==> src/rtl/core_ras_pkg.sv <==
// Shared types for the RAS prediction checker: record layout and FSM states.
// Latency: n/a (types and constants only).
// Backpressure: n/a.
package core_ras_pkg;

  localparam int RAS_AW = 30;

  // One fetch-side prediction record, oldest at the FIFO head
  typedef struct packed {
    logic              pred_pop;
    logic              pred_push;
    logic [RAS_AW-1:0] pop_addr;
  } ras_rec_t;

  typedef enum logic [1:0] {
    ST_RUN    = 2'd0,
    ST_REPAIR = 2'd1,
    ST_DRAIN  = 2'd2
  } ras_state_t;

endpackage

==> src/rtl/core_ras_check_if.sv <==
// Fetch/decode/repair signal bundle between the front end and the RAS checker.
// Latency: n/a (wiring only).
// Backpressure: if_stall tells fetch to hold its record.
interface core_ras_check_if #(parameter int AW = 30);

  logic          if_valid;
  logic          if_pred_pop;
  logic          if_pred_push;
  logic [AW-1:0] if_pop_addr;
  logic          if_stall;
  logic          id_valid;
  logic          id_is_ret;
  logic          id_is_call;
  logic          flush_ack;
  logic          recover_push;
  logic [AW-1:0] recover_push_addr;
  logic          recover_pop;
  logic          redirect_req;
  logic          id_ras_miss;

  // Front end side
  modport master (
    output if_valid, if_pred_pop, if_pred_push, if_pop_addr,
    output id_valid, id_is_ret, id_is_call, flush_ack,
    input  if_stall, recover_push, recover_push_addr, recover_pop,
    input  redirect_req, id_ras_miss
  );

  // Checker side
  modport slave (
    input  if_valid, if_pred_pop, if_pred_push, if_pop_addr,
    input  id_valid, id_is_ret, id_is_call, flush_ack,
    output if_stall, recover_push, recover_push_addr, recover_pop,
    output redirect_req, id_ras_miss
  );

endinterface

==> src/rtl/core_ras_rec_fifo.sv <==
// Record FIFO holding in-flight RAS predictions between fetch and decode.
// Latency: write visible at head the cycle after; head is read combinationally.
// Backpressure: writes dropped when full, reads ignored when empty; clr wins.
module core_ras_rec_fifo #(
  parameter int DEPTH = 4,
  parameter int W     = 32
) (
  input  logic                     clk,
  input  logic                     rst,
  input  logic                     wr_en,
  input  logic [W-1:0]             wr_data,
  input  logic                     rd_en,
  input  logic                     clr,
  output logic [W-1:0]             head,
  output logic [$clog2(DEPTH):0]   count
);

  localparam int PW = $clog2(DEPTH);
  localparam logic [PW:0] FULL_CNT = (PW+1)'(DEPTH);

  logic [W-1:0]  mem [DEPTH];
  logic [PW-1:0] wr_ptr;
  logic [PW-1:0] rd_ptr;
  logic          do_wr;
  logic          do_rd;

  assign do_wr = wr_en && (count != FULL_CNT);
  assign do_rd = rd_en && (count != '0);
  assign head  = mem[rd_ptr];

  // Pointers wrap naturally modulo DEPTH; count tracks occupancy 0..DEPTH
  always_ff @(posedge clk or negedge rst) begin
    if (!rst) begin
      wr_ptr <= '0;
      rd_ptr <= '0;
      count  <= '0;
    end else if (clr) begin
      wr_ptr <= '0;
      rd_ptr <= '0;
      count  <= '0;
    end else begin
      if (do_wr) wr_ptr <= wr_ptr + 1'b1;
      if (do_rd) rd_ptr <= rd_ptr + 1'b1;
      case ({do_wr, do_rd})
        2'b10:   count <= count + 1'b1;
        2'b01:   count <= count - 1'b1;
        default: count <= count;
      endcase
    end
  end

  // Storage needs no reset: entries are only read once counted in
  always_ff @(posedge clk) begin
    if (do_wr) mem[wr_ptr] <= wr_data;
  end

endmodule

==> src/rtl/core_ras_check.sv <==
// Checks fetch RAS predictions against decode and issues RAS repair + redirect.
// Latency: decode compare at N -> registered repair/miss pulse and redirect at N+1.
// Backpressure: if_stall when record FIFO full; inputs ignored while repairing.
// Optional stats counters enabled by defining RAS_CHECK_STATS_EN.
module core_ras_check
  import core_ras_pkg::*;
#(
  parameter int DEPTH = 4,
  parameter int AW    = 30
) (
  input  logic              clk,
  input  logic              rst,
  core_ras_check_if.slave   bus
`ifdef RAS_CHECK_STATS_EN
  ,
  output logic [15:0]       stat_repair,
  output logic [15:0]       stat_miss
`endif
);

  localparam int CW = $clog2(DEPTH) + 1;
  localparam logic [CW-1:0] FULL_CNT = CW'(DEPTH);

  ras_state_t    state;
  ras_state_t    state_nxt;
  ras_rec_t      wr_rec;
  ras_rec_t      head;
  logic [CW-1:0] count;
  logic          wr_en;
  logic          rd_fire;
  logic          fifo_clr;
  logic          mis_pop;
  logic          mis_push;
  logic          unpred_miss;
  logic          repair;

  assign bus.if_stall = (count == FULL_CNT);

  assign wr_rec = '{pred_pop:  bus.if_pred_pop,
                    pred_push: bus.if_pred_push,
                    pop_addr:  RAS_AW'(bus.if_pop_addr)};

  // Decode only consumes records in RUN; an empty FIFO makes id_valid a no-op
  assign rd_fire = (state == ST_RUN) && bus.id_valid && (count != '0);

  // A record with both flags set is judged on its pop alone, so the two
  // repair commands can never fire together
  assign mis_pop     = rd_fire && head.pred_pop && !bus.id_is_ret;
  assign mis_push    = rd_fire && !head.pred_pop && head.pred_push && !bus.id_is_call;
  assign unpred_miss = rd_fire && !head.pred_pop && !head.pred_push &&
                       (bus.id_is_ret || bus.id_is_call);
  assign repair      = mis_pop || mis_push;

  // A front-end flush in RUN wipes the FIFO and beats a same-cycle write
  assign wr_en    = (state == ST_RUN) && bus.if_valid && !bus.if_stall && !bus.flush_ack;
  assign fifo_clr = (state == ST_REPAIR) || ((state == ST_RUN) && bus.flush_ack);

  core_ras_rec_fifo #(
    .DEPTH (DEPTH),
    .W     ($bits(ras_rec_t))
  ) u_fifo (
    .clk     (clk),
    .rst     (rst),
    .wr_en   (wr_en),
    .wr_data (wr_rec),
    .rd_en   (rd_fire),
    .clr     (fifo_clr),
    .head    (head),
    .count   (count)
  );

  // FSM state register
  always_ff @(posedge clk or negedge rst) begin
    if (!rst) state <= ST_RUN;
    else      state <= state_nxt;
  end

  // FSM next state: one REPAIR cycle, then DRAIN until the front end acks
  always_comb begin
    state_nxt = state;
    case (state)
      ST_RUN:    if (repair) state_nxt = ST_REPAIR;
      ST_REPAIR: state_nxt = ST_DRAIN;
      ST_DRAIN:  if (bus.flush_ack) state_nxt = ST_RUN;
      default:   state_nxt = ST_RUN;
    endcase
  end

  // FSM outputs: redirect held for the whole repair/drain window
  always_comb begin
    bus.redirect_req = 1'b0;
    case (state)
      ST_REPAIR, ST_DRAIN: bus.redirect_req = 1'b1;
      default:             bus.redirect_req = 1'b0;
    endcase
  end

  // Registered single-cycle repair and miss pulses
  always_ff @(posedge clk or negedge rst) begin
    if (!rst) begin
      bus.recover_push      <= 1'b0;
      bus.recover_push_addr <= '0;
      bus.recover_pop       <= 1'b0;
      bus.id_ras_miss       <= 1'b0;
    end else begin
      bus.recover_push      <= mis_pop;
      bus.recover_push_addr <= mis_pop ? AW'(head.pop_addr) : '0;
      bus.recover_pop       <= mis_push;
      bus.id_ras_miss       <= unpred_miss;
    end
  end

`ifdef RAS_CHECK_STATS_EN
  // Saturating event counters, bumped on each observed output pulse
  always_ff @(posedge clk or negedge rst) begin
    if (!rst) begin
      stat_repair <= '0;
      stat_miss   <= '0;
    end else begin
      if ((bus.recover_push || bus.recover_pop) && (stat_repair != 16'hFFFF))
        stat_repair <= stat_repair + 16'd1;
      if (bus.id_ras_miss && (stat_miss != 16'hFFFF))
        stat_miss <= stat_miss + 16'd1;
    end
  end
`endif

endmodule
==> src/flat_wrapper.sv <==
// flat-port wrapper written by rule: the top's interface ports become plain ports
module core_ras_check_flat import core_ras_pkg::*;
#(
  parameter int DEPTH = 4,
  parameter int AW    = 30
)
  (clk, rst, bus_if_valid, bus_if_pred_pop, bus_if_pred_push, bus_if_pop_addr, bus_id_valid, bus_id_is_ret, bus_id_is_call, bus_flush_ack, bus_if_stall, bus_recover_push, bus_recover_push_addr, bus_recover_pop, bus_redirect_req, bus_id_ras_miss);
  core_ras_check_if #(.AW(AW)) bus_i ();
  input  logic clk;
  input  logic rst;
  input wire logic [$bits(bus_i.if_valid)-1:0] bus_if_valid;
  input wire logic [$bits(bus_i.if_pred_pop)-1:0] bus_if_pred_pop;
  input wire logic [$bits(bus_i.if_pred_push)-1:0] bus_if_pred_push;
  input wire logic [$bits(bus_i.if_pop_addr)-1:0] bus_if_pop_addr;
  input wire logic [$bits(bus_i.id_valid)-1:0] bus_id_valid;
  input wire logic [$bits(bus_i.id_is_ret)-1:0] bus_id_is_ret;
  input wire logic [$bits(bus_i.id_is_call)-1:0] bus_id_is_call;
  input wire logic [$bits(bus_i.flush_ack)-1:0] bus_flush_ack;
  output wire logic [$bits(bus_i.if_stall)-1:0] bus_if_stall;
  output wire logic [$bits(bus_i.recover_push)-1:0] bus_recover_push;
  output wire logic [$bits(bus_i.recover_push_addr)-1:0] bus_recover_push_addr;
  output wire logic [$bits(bus_i.recover_pop)-1:0] bus_recover_pop;
  output wire logic [$bits(bus_i.redirect_req)-1:0] bus_redirect_req;
  output wire logic [$bits(bus_i.id_ras_miss)-1:0] bus_id_ras_miss;
  assign bus_i.if_valid = bus_if_valid;
  assign bus_i.if_pred_pop = bus_if_pred_pop;
  assign bus_i.if_pred_push = bus_if_pred_push;
  assign bus_i.if_pop_addr = bus_if_pop_addr;
  assign bus_i.id_valid = bus_id_valid;
  assign bus_i.id_is_ret = bus_id_is_ret;
  assign bus_i.id_is_call = bus_id_is_call;
  assign bus_i.flush_ack = bus_flush_ack;
  assign bus_if_stall = bus_i.if_stall;
  assign bus_recover_push = bus_i.recover_push;
  assign bus_recover_push_addr = bus_i.recover_push_addr;
  assign bus_recover_pop = bus_i.recover_pop;
  assign bus_redirect_req = bus_i.redirect_req;
  assign bus_id_ras_miss = bus_i.id_ras_miss;
  core_ras_check #(.DEPTH(DEPTH), .AW(AW)) u_core (.clk(clk), .rst(rst), .bus(bus_i));
endmodule
==> config.mk <==
export PLATFORM = sky130hd
export DESIGN_NAME = core_ras_check_flat
export DESIGN_NICKNAME = d
export VERILOG_FILES = /design/src/rtl/core_ras_pkg.sv /design/src/rtl/core_ras_check_if.sv /design/src/rtl/core_ras_rec_fifo.sv /design/src/rtl/core_ras_check.sv /design/src/flat_wrapper.sv
export SDC_FILE = /design/constraint.sdc
export NUM_CORES = 1
export LEC_CHECK = 0
export CAP_MARGIN = 20
export CORE_ASPECT_RATIO = 0.5
export CORE_MARGIN = 5
export CORE_UTILIZATION = 45
export DETAILED_ROUTE_END_ITERATION = 16
export DONT_BUFFER_PORTS = 1
export GPL_TIMING_DRIVEN = 0
export MAX_ROUTING_LAYER = met4
export PLACE_DENSITY_LB_ADDON = 0.12
export SLEW_MARGIN = 20
export SYNTH_ARGS = -nofsm -noshare
export SYNTH_HDL_FRONTEND = slang
export SYNTH_HIERARCHICAL = 1
export SYNTH_SLANG_ARGS = --single-unit
==> constraint.sdc <==
create_clock -name clk -period 2.9 [get_ports clk]
set_input_delay 0.145 -clock clk [delete_from_list [all_inputs] [get_ports clk]]
set_output_delay 0.145 -clock clk [all_outputs]
set_load 0.01 [all_outputs]
==> results of run 1 <==
[metal layers]
layer  wire (microns)  up-vias  GRT usage [%]
li1                 -     1363              -
met1             5090     1621           18.8
met2             6030       74           24.4
met3              589       14           4.42
met4              142        0           4.62
met5                0        -              -
[what timing repair did]
item | 4_1_cts | 5_1_grt
endpoints found under the hold margin | 172 | 0
hold buffers | 38 | 0
gates resized for setup | 0 | 3
setup endpoints to repair | 0 | 31
[sequential cells by signal, summed over array words and instances (netlist names)]
register                      flops
u_core/u_fifo/mem               128
u_core/bus.recover_push           1
u_core/bus.id_ras_miss            1
u_core/bus.recover_push_addr     30
u_core/state                      2
u_core/u_fifo/wr_ptr              2
u_core/u_fifo/rd_ptr              2
u_core/u_fifo/count               3
u_core/bus.recover_pop            1
[synth_stat cells (all sizes together)]
master	instances
a31oi	1
nor2	7
nand2	4
and2	34
dfrtp	42
xnor2	2
nor4	1
nor4b	2
fa	1
a32oi	1
edfxtp	128
o21ai	5
nor2b	2
buf	13
clkbuf	1
a211oi	1
ha	8
nand2b	1
a41oi	1
a21o	1
or3b	1
mux4	32
nor3b	2
o211ai	3
a21boi	1
or3	2
mux2i	1
or2	1
inv	5
and2b	2
nand3	4
a21oi	3
nor3	2
xor2	2
mux2	2
[through the flow]
stage / std cells / power, mW / utilization [%] / hold slack [ns]
final: 590 / 5.59 / 55.3 / 0.0847
after global routing: 590 / 5.82 / 55.3 / 0.0727
after CTS: 590 / 5.66 / 55.2 / 0.0658
after detailed placement: 521 / 3.24 / 48.2 / -0.150
after global placement: 517 / 3.19 / 47.5 / -0.149
after floorplan: 319 / 3.12 / - / -0.151
[how the worst max path moves through the flow]
stage,to,startpoint,slack (ns)
after floorplan,u_core/u_fifo/mem[0][0],u_core/state[0],0.27
after global placement,u_core/u_fifo/mem[0][17],u_core/state[0],-0.58
after detailed placement,u_core/u_fifo/mem[0][10],u_core/state[1],0.08
after CTS,u_core/u_fifo/mem[3][4],u_core/state[1],0.04
after global routing,u_core/u_fifo/mem[0][4],u_core/state[1],0.02
final,u_core/u_fifo/mem[0][4],u_core/state[1],0.17
[cell families (layout without fill, tap and decap cells)]
group,count (synthesis),count (layout),share of synthesized area (%)
AOI/OAI and AO/OA,17,17,2.01
buffers and inverters,19,92,2.58
adders and majority gates,9,9,1.82
and+or+nand+nor,65,65,7.24
DFF,170,170,74.1
xor gates and xnor gates,4,4,0.530
muxes,35,35,11.7
[cell type report]
type                       instances  share of cell area (%)
timing repair buffer              42                    6.18
sequential                       170                    61.4
tap                              198                    3.11
clock inverter                    14                    2.31
inverter                           5                   0.235
clock buffer                      17                    5.34
multi-input combinational        130                    19.6
buffer                            14                    1.90
[critical path, stage by stage (launching register included)]
cell      delay, ns
dfrtp_1        0.41
inv_1          0.12
ha_1           0.26
nand2_1        0.09
nor3_2         0.19
buf_2          0.26
a21boi_4       0.28
and2_2         0.58
buf_16         0.23
[power breakdown]
| part | internal [mW] | leakage, nW | switching, mW |
|---|---|---|---|
| logic | 0.219 | 0.829 | 0.247 |
| registers | 2.74 | 1.74 | 0.0445 |
| clock network | 1.38 | 0.293 | 0.957 |
==> metrics.yaml, run 1 <==
seq_area_frac_synth_pct: 74.1
syn_area_sq_mm: 0.00661
max_freq_mhz: 366
fill_cells: 1125
syn_to_final_growth_pct: 20.7
finalCritPeriodShare_pct: 94.2
worst_slew_pin_slew_ns: 0.611
status: "finished, final reports clean"
synth_seq_cells: 170
numCtsBuffers: 17
grtUsageTotal_pct: 15.1
place.gp.congestion: 0.709
tns_ns: 0
coreArea_sq_mm: 0.0144
final_area_sq_mm: 0.00797
syn_nets: 367
hp-class: "input port to register"
cts_tree: "done"
startpoint_type: "register"
yosysWarnings: 6
finalNetCount: 428
regToRegSetupSlack_ns: 0.17
grt_pass1_vias: 3338
layout_common_cells: "edfxtp_1 (128), dfrtp_1 (42), dlygate4sd3_1 (37)"
die_h_microns: 95.7
cts_max_level: 4
n_antenna_cell: 0
synth_top_area_share_pct: 58.2
worstHoldEndpoint: "u_core/state[1]"
clk_latency_ns: 0.41
viasPerCell: 5.21
finalWorstSetupSlack_ns: 0.168
finalHoldViolCount: 0
die_area_sq_mm: 0.0174
num_vias: 3072
cp.required_ns: 3.01
hpwlAfterDp_mm: 7.32
cap_violations: 0
drtIter0Drc: 168
cts.clk_slew.worst_paths_ns: 0.07
multi_input_area_sq_mm: 0.00156
pre_cts_ws_ns: 0.0831
wl_per_cell_microns: 20.1
drc: 0
setup-violations-final: 0
clkSinkCount: 170
min_path_cells: 3
worst-path-max-fanout: 18
drive_gt1_share_pct: 31.4
power_density_mw_per_mm2: 701
mostFrequentLayoutCell: "edfxtp_1"
worstPathArrival_ns: 2.85
ios: 74
regArea_sq_mm: 0.00489
post_cts_buffers: 0
synth_area_leaders: "edfxtp_1 (58%), dfrtp_1 (16%), mux4_2 (9.5%)"
max_slew_margin_pct: 59.3
chipWidth_microns: 181
rows: 31
cts_root_buffer: "clkbuf_16"
rsz0062_at_grt: "no"
routed_wl_mm: 11.8
leakage_nw: 2.86
grt_pass1_wl_mm: 18.8
ir_drop_mv: 0.395
overflow: 0
fin_skew_ns: 0.0147
worst_setup_path_end_kind: "register"
dpl-instance-area_sq_mm: 0.00695
min_period_ns: 2.73
yosysUniqueCellTypes: 47
critPathKind: "register to register"
maxSlewViolCount: 0
synthCells: 319
io_buffers: 0
reg2regPathDepth: 8
clk_path_buf_depth: 2
initial_utilization_pct: 45.8
antenna_found_initial: 0
reg2reg_from: "u_core/state[1]"
min_from: "bus_id_valid"
drt_first_pass_iters: 4
final_antenna_net_count: 0
avgSynthCellArea_sq_um: 20.7
synth_top_area_cell: "edfxtp_1"
grt_max_degree: 43
r2r_end: "u_core/u_fifo/mem[0][4]"
No activity file was read; power rests on OpenSTA's default activity.
==> run 2, diff against run 1 <==
ABC_AREA = 1   (was default)
==> metrics.yaml, run 2 <==
status: "finished, final reports clean"
drtIter0Drc: 300
worstPathArrival_ns: 2.71
die_h_microns: 96.1
worst-path-max-fanout: 7
cap_violations: 0
hpwlAfterDp_mm: 8.66
die_area_sq_mm: 0.0175
ys.flop_type: "edfxtp_1"
routed_wl_mm: 14.1
reg2reg_from: "u_core/state[0]"
slowest_stage: "fa_1"
tns_ns: 0
grt_pass1_wl_mm: 22.1
worst_slew_pin_slew_ns: 0.650
synth_top_family_by_area: "simple AND/OR/NAND/NOR gates"
setup-violations-final: 0
min_from: "bus_id_valid"
yosys-top-cells-count: "edfxtp_1 (128), nor2_1 (83), inv_1 (47), dfrtp_1 (42), o21ai_0 (39)"
clkSinkCount: 170
clkPwrFrac_pct: 34.0
drc: 0
synth_seq_cells: 170
startpoint_type: "register"
startpoint: "u_core/state[0]"
clk_latency_ns: 0.43
syn_area_sq_mm: 0.00667
yosysMostFrequentCell: "edfxtp_1"
mostFrequentLayoutCell: "edfxtp_1"
yosysUniqueCellTypes: 32
fill_cells: 1209
synth_edf_count: 128
slowest_delay_ns: 0.40
chipWidth_microns: 182
synth-compound-area-share_pct: 8.55
total_power_mw: 6.73
syn_nets: 558
max_slew_margin_pct: 56.5
seq_power_share_pct: 43.3
avgSynthCellArea_sq_um: 13.1
overflow: 0
cts.clk_slew.worst_paths_ns: 0.07
synthCells: 510
crit_family: "simple AND/OR/NAND/NOR gates"
power.switching_mw: 2.13
viasPerCell: 5.03
switching_share_pct: 31.7
antenna_found_initial: 0
finalNetCount: 619
syn_to_final_growth_pct: 21.0
grtUsageTotal_pct: 17.5
wl_per_cell_microns: 18.0
cp.required_ns: 3.20
initial_utilization_pct: 46.0
critPathKind: "register to register"
finalHoldViolCount: 0
largest_reg_flops: 128
whs_ns: 0.0182
grt_pass1_vias: 3967
leakage_nw: 3.18
synth_adder_area_share_pct: 1.80
yosysWarnings: 6
place.gp.congestion: 0.753
grt_max_degree: 43
rsz0062_at_grt: "no"
coreArea_sq_mm: 0.0145
layout_common_cells: "edfxtp_1 (128), nor2_1 (79), inv_1 (47)"
hp-class: "input port to register"
crit_buf_inv: 2
cts_root_buffer: "clkbuf_16"
largest-register: "u_core/u_fifo/mem"
finalCritPeriodShare_pct: 83.0
drive_gt1_share_pct: 18.3
clk_path_buf_depth: 2
post_cts_buffers: 0
ctsResizeCount: 0
worst_setup_path_end_kind: "register"
crit_top_cell: "nand2_1"
maxSlewViolCount: 0
synth_top_area_cell: "edfxtp_1"
num_vias: 3930
cts_max_level: 4
ios: 74
max_freq_mhz: 415
intPower_mw: 4.60
n_antenna_cell: 0
cts_tree: "done"
regToRegSetupSlack_ns: 0.49
min_period_ns: 2.41
synth_area_leaders: "edfxtp_1 (58%), dfrtp_1 (16%), nor2_1 (4.7%)"
rows: 31
synth-simple-area-share_pct: 10.5
power_density_mw_per_mm2: 835
seq_area_frac_synth_pct: 73.4
combPwrFrac_pct: 22.7
synthMuxAreaShare_pct: 0
final_antenna_net_count: 0
top_regs: "u_core/u_fifo/mem x128, u_core/bus.recover_push_addr x30, u_core/u_fifo/count x3"
numCtsBuffers: 17
fin_skew_ns: 0.0181
drt_first_pass_iters: 6
path_cells: "inv_1 -> ha_1 -> nand3_1 -> nor2_1 -> nand2_2 -> nand2_4 -> inv_2 -> fa_1 -> xor2_1 -> nand3_1 -> nand2_1 -> nand2_1 -> nand2_1"
synth_xor_xnor_area_share_pct: 0.263
synth_top_area_share_pct: 57.6
async_flop_share_pct: 24.7
ir_drop_mv: 0.436
io_buffers: 0
-- run 2: repair_timing --
action	CTS	global route
hold endpoints to repair	173	0
hold buffers	37	0
setup endpoints to repair	0	0
-- run 2: worst paths after layout --
path,endpoint,cells after the start
min in group asynchronous,u_core/bus.recover_push_addr[5],2
max in group asynchronous,u_core/state[1],2
worst min register to register,u_core/state[0],2
worst max-delay path,u_core/u_fifo/count[2],13
worst min-delay path,u_core/bus.recover_pop,4
worst max register to register,u_core/u_fifo/count[2],13
-- run 2: cell families (layout without fill, tap and decap cells) --
| kind of cell | after synthesis | in the layout |
|---|---|---|
| AO/OA/AOI/OAI | 103 | 103 |
| XOR/XNOR | 2 | 2 |
| adder cells (fa/ha/maj) | 9 | 9 |
| buffers and inverters | 78 | 152 |
| flip-flops | 170 | 170 |
| AND/OR/NAND/NOR | 148 | 148 |
-- run 2: per-stage QoR --
stage	instance area, sq um	util, %	instances	worst slack, ns
final	8070	55.6	782	0.493
after global routing	8070	55.6	782	0.271
after CTS	8070	55.6	782	0.501
after detailed placement	7070	48.7	713	0.510
after global placement	6920	47.7	708	-1.46
after floorplan	6670	-	510	0.0567
-- run 2: power groups by stage --
stage | registers, mW | clock network (mW) | logic (mW)
after floorplan | 2.96 | 0 | 1.04
final | 2.92 | 2.29 | 1.53
after global placement | 2.99 | 0 | 1.37
after CTS | 2.92 | 2.33 | 1.54
after global routing | 2.94 | 2.45 | 1.71
after detailed placement | 2.97 | 0 | 1.46
-- run 2: area by class of cell --
class | instances | area, sq um | area share (%)
multi-input combinational | 262 | 1440 | 17.8
inverter | 54 | 205 | 2.54
clock buffer | 18 | 439 | 5.44
clock inverter | 14 | 170 | 2.11
buffer | 24 | 164 | 2.03
timing repair buffer | 42 | 510 | 6.33
tap | 198 | 248 | 3.07
sequential | 170 | 4890 | 60.7
-- run 2: layer usage --
layer | up-vias | routed length [microns] | GRT usage (%)
met5 | - | 0 | -
li1 | 1886 | - | -
met1 | 1948 | 6660 | 23.2
met2 | 86 | 6730 | 27.3
met3 | 10 | 522 | 3.66
met4 | 0 | 136 | 6.05
-- run 2: tightest hold or removal path: cells and delay by family --
kind | cells | cell delay [ns]
AND/OR/NAND/NOR | 2 | 0.15
buffers and inverters | 2 | 0.11
==> run 3, diff against run 2 <==
clock period = 2.2 ns   (was 2.9 ns; I/O delays follow)
==> metrics.yaml, run 3 (synthesis results as in run 2) <==
clk_latency_ns: 0.42
grt_pass1_wl_mm: 22.2
largest-register: "u_core/u_fifo/mem"
hp-class: "input port to register"
crit_top_cell: "nand2_1"
clkSinkCount: 170
largest_reg_flops: 128
finalHoldViolCount: 0
ios: 74
setup-violations-final: 0
overflow: 0
io_buffers: 0
crit_family: "simple AND/OR/NAND/NOR gates"
cts_tree: "done"
grt_max_degree: 43
worst-path-max-fanout: 7
rsz0062_at_grt: "yes"
final_antenna_net_count: 0
cts_root_buffer: "clkbuf_16"
min_period_ns: 2.12
top_regs: "u_core/u_fifo/mem x128, u_core/bus.recover_push_addr x30, u_core/u_fifo/count x3"
coreArea_sq_mm: 0.0145
num_vias: 3952
reg2regPathDepth: 13
die_h_microns: 96.1
grtUsageTotal_pct: 17.5
worst_slew_pin_slew_ns: 0.454
finalNetCount: 627
antenna_found_initial: 0
cts_max_level: 4
wl_per_cell_microns: 17.6
whs_ns: 0.0267
critical_path_depth: 13
n_antenna_cell: 0
viasPerCell: 5.00
max_freq_mhz: 471
startpoint_type: "register"
grt_use_met2_pct: 27.6
status: "finished, final reports clean"
top_usage_layer: "met2"
mostFrequentLayoutCell: "edfxtp_1"
drtIter0Drc: 305
worst_setup_path_end_kind: "register"
dpl-instance-area_sq_mm: 0.00708
path_cells: "inv_2 -> ha_4 -> nand3_1 -> nor2_2 -> nand2_4 -> nand2_4 -> inv_2 -> fa_2 -> xor2_1 -> nand3_1 -> nand2_1 -> nand2_1 -> nand2_1"
layout_common_cells: "edfxtp_1 (128), nor2_1 (78), inv_1 (44)"
drt_first_pass_iters: 4
layout.cells.non_filler: 790
drc: 0
min_path_cells: 4
cap_violations: 0
cts.clk_slew.worst_paths_ns: 0.06
place.gp.congestion: 0.723
grt_util_met3_pct: 3.47
initial_utilization_pct: 46.0
ir_drop_mv: 0.581
slowest_stage: "dfrtp_1"
rows: 31
fin_skew_ns: 0.0105
numCtsBuffers: 17
finalCritPeriodShare_pct: 96.6
power_density_mw_per_mm2: 1080
max_slew_margin_pct: 69.7
leakage_nw: 3.21
syn_to_final_growth_pct: 22.3
grt_pass1_vias: 4089
die_area_sq_mm: 0.0175
final_area_sq_mm: 0.00816
place_inst: 713
slowest_delay_ns: 0.41
drive_gt1_share_pct: 20.8
worstPathArrival_ns: 2.42
total_power_mw: 8.78
cp.required_ns: 2.50
clk_path_buf_depth: 2
hpwlAfterDp_mm: 8.64
routed_wl_mm: 13.9
grt_use_met1_pct: 23.4
chipWidth_microns: 182
maxSlewViolCount: 0
crit_buf_inv: 2
critPathKind: "register to register"
-- run 3: final timing paths --
check | startpoint | end | slack, ns
setup / recovery | u_core/state[1] | u_core/u_fifo/count[2] | 0.08
min in group asynchronous | rst | u_core/bus.recover_push_addr[8] | 0.20
hold / removal | bus_flush_ack | u_core/state[1] | 0.03
setup reg to reg | u_core/state[1] | u_core/u_fifo/count[2] | 0.08
max in group asynchronous | rst | u_core/u_fifo/count[0] | 1.75
hold reg to reg | u_core/state[0] | u_core/state[0] | 0.53
-- run 3: through the flow --
stage          utilization, %  setup TNS, ns  setup slack (ns)
2_1_floorplan               -         -17.47            -0.136
3_3_place_gp             47.8        -128.43             -1.09
3_5_place_dp             48.8          -9.65            -0.199
4_1_cts                  56.1              0            0.0243
5_1_grt                  56.2        -0.0569           -0.0519
6_report                 56.2              0            0.0756
-- run 3: report_power, final --
| part | internal [mW] | total [mW] | switching [mW] |
|---|---|---|---|
| Clock | 1.51 | 2.86 | 1.34 |
| Combinational | 0.740 | 2.06 | 1.32 |
| Sequential | 3.72 | 3.87 | 0.149 |
| Total | 5.97 | 8.78 | 2.81 |
-- run 3: routing by layer --
layer	vias up	wire [microns]
met2	87	6720
met1	1953	6530
met4	0	95
li1	1904	-
met3	8	540
met5	-	0
-- run 3: timing repair --
action / in CTS / in global routing
setup buffers: 6 / 1
resized for setup: 7 / 6
hold buffers: 39 / 0
setup endpoints to repair: 97 / 34
endpoints found under the hold margin: 174 / 0
pin swaps: 5 / 0
-- run 3: tightest hold or removal path, stage by stage --
cell and delay (ns):
inv_1 0.03, nand2_1 0.10, nand3_1 0.09, nand2_1 0.07
-- run 3: layout make-up --
class                   instances  area, sq um
well taps                     198          248
clock inverters                14          149
multi-input cells             262         1460
inverters                      54          208
repair buffers                 51          603
plain buffers                  23          160
flip-flops and latches        170         4900
fillers                      1217         6350
clock buffers                  18          429
